## config.mk

```make
export PLATFORM = sky130hd
export DESIGN_NAME = next_pc_unit
export DESIGN_NICKNAME = d
export VERILOG_FILES = /design/src/rtl/next_pc_unit.sv
export SDC_FILE = /design/constraint.sdc
export NUM_CORES = 1
export LEC_CHECK = 0
export ABC_CLOCK_PERIOD_IN_PS = 3980
export CAP_MARGIN = 25
export CORE_MARGIN = 2
export CORE_UTILIZATION = 53
export DETAILED_ROUTE_END_ITERATION = 6
export GPL_ROUTABILITY_DRIVEN = 0
export HOLD_SLACK_MARGIN = 0.08
export PLACE_DENSITY = 0.81
export SKIP_CTS_REPAIR_TIMING = 1
export SYNTH_ARGS = -nofsm -noshare
export SYNTH_HDL_FRONTEND = slang
export SYNTH_SLANG_ARGS = --single-unit
export TNS_END_PERCENT = 30
```

## constraint.sdc

```tcl
create_clock -name clk -period 3.98 [get_ports clk]
set_input_delay 0.796 -clock clk [delete_from_list [all_inputs] [get_ports clk]]
set_output_delay 0.796 -clock clk [all_outputs]
set_load 0.01 [all_outputs]
```

## src/rtl/next_pc_unit.sv

```systemverilog
// Registered MIPS program-counter sequencer with exception redirect, stall and a
// circular return-address stack that is pushed on jal and popped on jr.
module next_pc_unit #(
    parameter int                ADDR_W       = 32,
    parameter logic [ADDR_W-1:0] RESET_VECTOR = '0,
    parameter logic [31:0]       EXC_VECTOR   = 32'h8000_0180,
    parameter int                RAS_DEPTH    = 4
) (
    input  logic              clk,
    input  logic              rst_n,
    input  logic [31:0]       instruction,
    input  logic              zero,
    input  logic              branch_sel,
    input  logic              jump_sel,
    input  logic              link_sel,
    input  logic              jr_sel,
    input  logic [ADDR_W-1:0] reg_target,
    input  logic              stall,
    input  logic              exception,
    output logic [ADDR_W-1:0] pc,
    output logic [ADDR_W-1:0] pc_plus4,
    output logic [ADDR_W-1:0] epc,
    output logic [ADDR_W-1:0] ras_top,
    output logic              ras_empty,
    output logic              ras_full,
    output logic              ras_mispredict
);
    localparam int PTR_W = $clog2(RAS_DEPTH);
    localparam int CNT_W = $clog2(RAS_DEPTH + 1);
    localparam logic [PTR_W-1:0] PTR_LAST = PTR_W'(RAS_DEPTH - 1);
    localparam logic [CNT_W-1:0] CNT_FULL = CNT_W'(RAS_DEPTH);

    logic [ADDR_W-1:0] ras_mem [RAS_DEPTH];
    logic [PTR_W-1:0]  wr_ptr;
    logic [PTR_W-1:0]  top_ptr;
    logic [CNT_W-1:0]  count;
    logic [ADDR_W-1:0] seq_target;
    logic [ADDR_W-1:0] br_target;
    logic [ADDR_W-1:0] jmp_target;
    logic [ADDR_W-1:0] reg_aligned;
    logic [ADDR_W-1:0] next_pc;
    logic [ADDR_W-1:0] top_entry;
    logic              push;
    logic              pop;
    logic              advance;

    assign seq_target  = pc + ADDR_W'(4);
    assign br_target   = seq_target + ({{(ADDR_W-16){instruction[15]}}, instruction[15:0]} << 2);
    assign jmp_target  = {seq_target[ADDR_W-1:28], instruction[25:0], 2'b00};
    assign reg_aligned = {reg_target[ADDR_W-1:2], 2'b00};
    assign pc_plus4    = seq_target;

    // wr_ptr points at the next free slot; the newest entry sits one below it.
    assign top_ptr   = (wr_ptr == '0) ? PTR_LAST : wr_ptr - PTR_W'(1);
    assign top_entry = ras_mem[top_ptr];
    assign ras_empty = (count == '0);
    assign ras_full  = (count == CNT_FULL);
    assign ras_top   = ras_empty ? '0 : top_entry;
    assign advance   = rst_n && !exception && !stall;

    always_comb begin
        next_pc = seq_target;
        push    = 1'b0;
        pop     = 1'b0;
        if (jr_sel) begin
            next_pc = reg_aligned;
            pop     = 1'b1;
        end else if (jump_sel) begin
            next_pc = jmp_target;
            push    = link_sel;
        end else if (branch_sel && zero) begin
            next_pc = br_target;
        end
    end

    always_ff @(posedge clk) begin
        if (!rst_n) begin
            pc             <= RESET_VECTOR;
            epc            <= '0;
            wr_ptr         <= '0;
            count          <= '0;
            ras_mispredict <= 1'b0;
        end else if (exception) begin
            pc             <= ADDR_W'(EXC_VECTOR);
            epc            <= pc;
            ras_mispredict <= 1'b0;
        end else if (!stall) begin
            pc             <= next_pc;
            ras_mispredict <= pop && (ras_empty || top_entry != reg_aligned);
            if (push) begin
                // A push into a full stack silently overwrites the oldest slot.
                wr_ptr <= (wr_ptr == PTR_LAST) ? '0 : wr_ptr + PTR_W'(1);
                if (!ras_full) count <= count + CNT_W'(1);
            end else if (pop && !ras_empty) begin
                wr_ptr <= top_ptr;
                count  <= count - CNT_W'(1);
            end
        end
    end

    always_ff @(posedge clk) begin
        if (advance && push) ras_mem[wr_ptr] <= seq_target;
    end
endmodule

```

* After elaboration in Yosys (flattened, before gate mapping)
Memory sizes are Yosys's and may differ from the RTL's.
Cells that the tools add are included.
** Cells by class
- Add/subtract/negate cells :: 6
- Equality and inequality tests :: 5
- Mux-type cells :: 18
- Bitwise operators :: 3
- Reduce and logical (&&, ||, !) cells :: 16
** Operator list (number)
- 2-to-1 mux 32 bit :: 6
- adder 32 x 3 -> 32 bit, second input constant :: 1
- adder 32 bit :: 1
- inequality test 32 bit :: 1
- 2-to-1 mux 3 bit :: 3
- 2-to-1 mux 2 bit :: 4
- logical AND 1 bit :: 6
- 2-to-1 mux 1 bit :: 5
- AND reduction 4 bit :: 1
- adder 3 x 1 -> 3 bit, second input constant :: 1
- == test 3 bit, second input constant :: 1
- zero test 1 bit :: 3
- zero test 3 bit :: 1
- inverter 1 bit :: 3
- AND reduction 3 bit :: 1
- subtractor 3 x 1 -> 3 bit, second input constant :: 1
- adder 2 x 1 -> 2 bit, second input constant :: 1
- == test 2 bit, second input constant :: 1
- zero test 2 bit :: 1
- inequality test 2 x 1 -> 1 bit, second input constant :: 1
- inequality test 2 bit, second input constant :: 1
- nonzero test 2 bit :: 1
- OR reduction 2 bit :: 1
- subtractor 2 x 1 -> 2 bit, second input constant :: 1
- logical OR 1 bit :: 1
** Storage, ports and cells
- Flip-flop bits (word level) :: 70
- RAM bits :: 128
- Output and inout port bits :: 131
- Word-level logic and storage cells :: 55
- Memories :: 1
** Memory list
- ras_mem :: depth 4, bits a word 32, read ports 1, clocked after Yosys merged registers in 0, wr ports 1, RTL line 33 : logic [ADDR_W-1:0] ras_mem [RAS_DEPTH];

* Depth between registers and ports, before layout
- Depth after elaboration :: 7
- Gate-level depth with buffers :: 16

* Least setup slack after synthesis
No wires, ideal clock.
- Path type :: reg-to-reg
- Start :: register pc[4]
- End :: register pc[27]
- Setup time :: 0.060 ns
- Arrival time :: 3.832 ns
- Setup slack :: 0.087 ns
- Cell stages (with the launch flop) :: 15
- Buffers on the path :: 0
- Clock period less this slack :: 3.893 ns
- Cells stage by stage :: dfxtp_1 > and4_1 > nand4_1 > nor2_1 > xor2_1 > ha_1 > and4_4 > nand4_2 > and3_1 > o31a_1 > o31a_1 > o21a_1 > xor2_1 > a2111oi_2 > o221a_1
** Between the ends
- Cells in the longest elaborated chain, start to end :: 5
** Ends and longest elaborated chain
- start: declaration :: RTL line 20 : output logic [ADDR_W-1:0] pc,
- start signal: assignment :: RTL line 84 : pc <= ADDR_W'(EXC_VECTOR);
- start signal: assignment :: RTL line 88 : pc <= next_pc;
- adder 32 x 3 -> 32 bit :: RTL line 47 : assign seq_target = pc + ADDR_W'(4);
- via pc_plus4[11] :: RTL line 21 : output logic [ADDR_W-1:0] pc_plus4,
- adder 32 bit :: RTL line 48 : assign br_target = seq_target + ({{(ADDR_W-16){instruction[15]}}, instruction[15:0]} << 2);
- 2-to-1 mux 32 bit :: RTL line 71 : end else if (branch_sel && zero) begin
- 2-to-1 mux 32 bit :: RTL line 68 : end else if (jump_sel) begin
- 2-to-1 mux 32 bit :: RTL line 65 : if (jr_sel) begin
The timed path passes the listed nets, and every way through them passes these cells.
A chain may end at the register's enable or synchronous reset.

* Worst setup path in the final report
- Start :: register pc[2]
- End :: output port pc_plus4[27]
** Between the ends
- Cells in the longest elaborated chain, start to end :: 1
** Ends and longest elaborated chain (RTL line)
- adder 32 x 3 -> 32 bit :: 47
- end: declaration :: 21
Every way passes these cells.

==> impl_results.md <==
* Port buffer count at slightly below 200
* Via density at around 6.1
* Worst EP required at 3.18 ns
* Crit-path max FO at 6
* Wire per inst at 22.7 um
* Max Clk Rate at 258 MHz
* Slew Limit Headroom at between 40% and 50%
* Iteration count of the initial detailed-routing pass at 5
* Mapped Avg Cell Area at around 11 um2
* Post-synthesis async set-or-reset flop share at 0%
* Status: complete, no violations
* Multi-input logic area at around 5100 um2
* Io pins at slightly above 200
* Final WL at 33.0 mm
* Clk sinks at ~200
* Min Clock Period, post-route at approximately 3.9 ns
* Fin. Hold Viols at 0
* Filler Cell Count at between 1000 and 1500
* Root Driver: clkbuf_16
* Register area share after synthesis at roughly 50%
* Worst-Skew Late Latency at roughly 0.44 ns
* Initial DRC Count at 1113
* Synth Cell Area at ~11000 um2
* Syn_nets at between 1000 and 1500
* CP arrival at roughly 3.1 ns
* Register area at 5250 um2
* Max Cap Viol at 0
* Die ar. at ~21000 um2
* Starting Density at 54.1%
* Worst setup path class: reg2out
* Die X at 145 um
* Final setup vio count at 0
* # DRC at 0
* #FFs+latches synth at roughly 200
* Clk_skew at around 0.0088 ns
* Clock buffer depth at 2
* CP most frequent cell: buf_4
* Placed cells at approximately 1400
* Top-area cell type share of the netlist area at 36.4%
* Final WS setup at between 0.1 and 0.15 ns
* EDFF count, synth at 128
* Total grt overflow at 0
* Die Ht at 145 um
* Period utilisation layout at 97.3%
* CTS Buf Count at 17
* Top-count cell post-synth: edfxtp_1
* Cells after Synth at 923
* Final #Nets at around 1300
* Leading area contributor after synthesis: edfxtp_1
* CTS tree: yes
* Post-DP HPWL at between 20 and 25 mm
* PwrDens at 347 nW/um2
* Synth warn at 0
* Rows at 51
* Final Max Tran Viols at 0
* Layout cells sized above 1 at 13.3%
* Non-Filler Instances at approximately 1500
* Final hold slack at 0.522 ns
* Vias at 8926
* Synth area leaders: edfxtp_1 36%, dfxtp_1 13%, mux4_2 6.8%, ha_1 4.1%, nor2b_1 4.0%
* Wire length of the first global-routing pass at approximately 50 mm
* Vias in the first global route at around 8500
* CP endpoint kind: output pin
* Largest net degree at the start of global routing at 37
* Clock transition at the registers of the reported paths at roughly 0.070 ns
* Antenna-violating nets left at 0
* Pleak at 5.06 nW
* Ys flop type: edfxtp_1
* Total power at slightly below 5 mW
* CTS H-tree lvls at 4
* Top cells by count, synth: 128 x edfxtp_1, 70 x dfxtp_1, 68 x nor2b_1
* Peak VDD IR at approximately 0.32 mV
* Pre-CTS setup slack at -0.0467 ns
* Worst slew pin tran at 0.813 ns
* Syn-to-layout area delta at 32.0%
* Netlist cell types at between 60 and 70
* Critical path startpoint category: flop
* HP Class: reg2reg
* GRT Resource Usage Total at 31.0%
* Initial antenna violation count at 2
* Core Region at 19500 um2
* Critical path's slowest cell: clkdlybuf4s50_1
* Crit-path cells: and2_1 > nand4_1 > buf_4 > or3_1 > nor2_1 > xor2_2 > buf_4 > clkdlybuf4s50_1
* Critical path's largest stage delay at about 0.54 ns
[cell families after synthesis]
family	after synthesis	share of synthesized area [%]
fa+ha+maj	37	4.52
compound gates	204	13.1
flops	198	49.6
simple gates	260	12.8
mux	69	10.3
buf+inv	71	2.63
xor+xnor	84	6.96
[report_power, final]
group	switching [mW]	internal (mW)
Sequential	0.0278	2.20
Combinational	0.429	0.383
Clock	0.841	0.955
Total	1.30	3.54
[layout by cell type (no fill, tap or decap), types with 17 or more instances in the layout]
cell type        Yosys  layout
a21oi_1             54      54
nor2b_1             68      68
xnor2_1             36      36
nand2_1             47      47
mux4_2              32      32
o21ai_0             36      36
buf_4                2      78
clkdlybuf4s50_1      0     194
mux2i_1             37      37
clkbuf_16            0      17
inv_1               25      25
edfxtp_1           128     128
dfxtp_1             70      70
nand3_1             21      21
xor2_1              48      47
ha_1                35      35
nor2_1              56      55
[registers in the layout, summed over array words and instances, names as in the netlist]
register,flops
ras_mem,128
epc,32
pc,32
count,3
wr_ptr,2
ras_mispredict,1
[stage by stage]
step | TNS, ns | cell area, um2 | utilization (%)
2_1_floorplan | 0 | 10600 | -
3_3_place_gp | 0 | 13300 | 68.2
3_5_place_dp | -0.0467 | 13300 | 68.2
4_1_cts | 0 | 13900 | 71.3
5_1_grt | -0.0310 | 13900 | 71.4
6_report | 0 | 13900 | 71.4
[final timing paths]
check	from	end	slack, ns	cells after the start
worst min-delay path	epc[5]	epc[5]	0.52	2
worst max register to register	pc[2]	pc[26]	0.30	15
worst max-delay path	pc[2]	pc_plus4[27]	0.11	8
worst min register to register	epc[5]	epc[5]	0.52	2
[metal layers]
layer  global-route usage (%)  up-vias  part of all wire [%]
li1                         -     3960                     -
met1                     43.0     4303                    39
met2                     49.1      587                    47
met3                     5.94       76                    11
met4                     11.1        0                   3.0
met5                        0        -                     0
[cell type report]
class	instances	share of cell area (%)
sequential	198	37.6
multi-input combinational	654	36.3
timing repair buffer	276	18.5
clock buffer	17	3.05
tap	265	2.38
clock inverter	15	1.34
inverter	27	0.727
antenna	2	0.0359
[critical path: cells and delay by family, from the launching register on]
family | cells | cell delay [ns]
buffers and inverters | 3 | 0.93
and+or+nand+nor | 4 | 1.05
xor gates and xnor gates | 1 | 0.24
DFF | 1 | 0.40
Power figures use the tool's default switching activity.
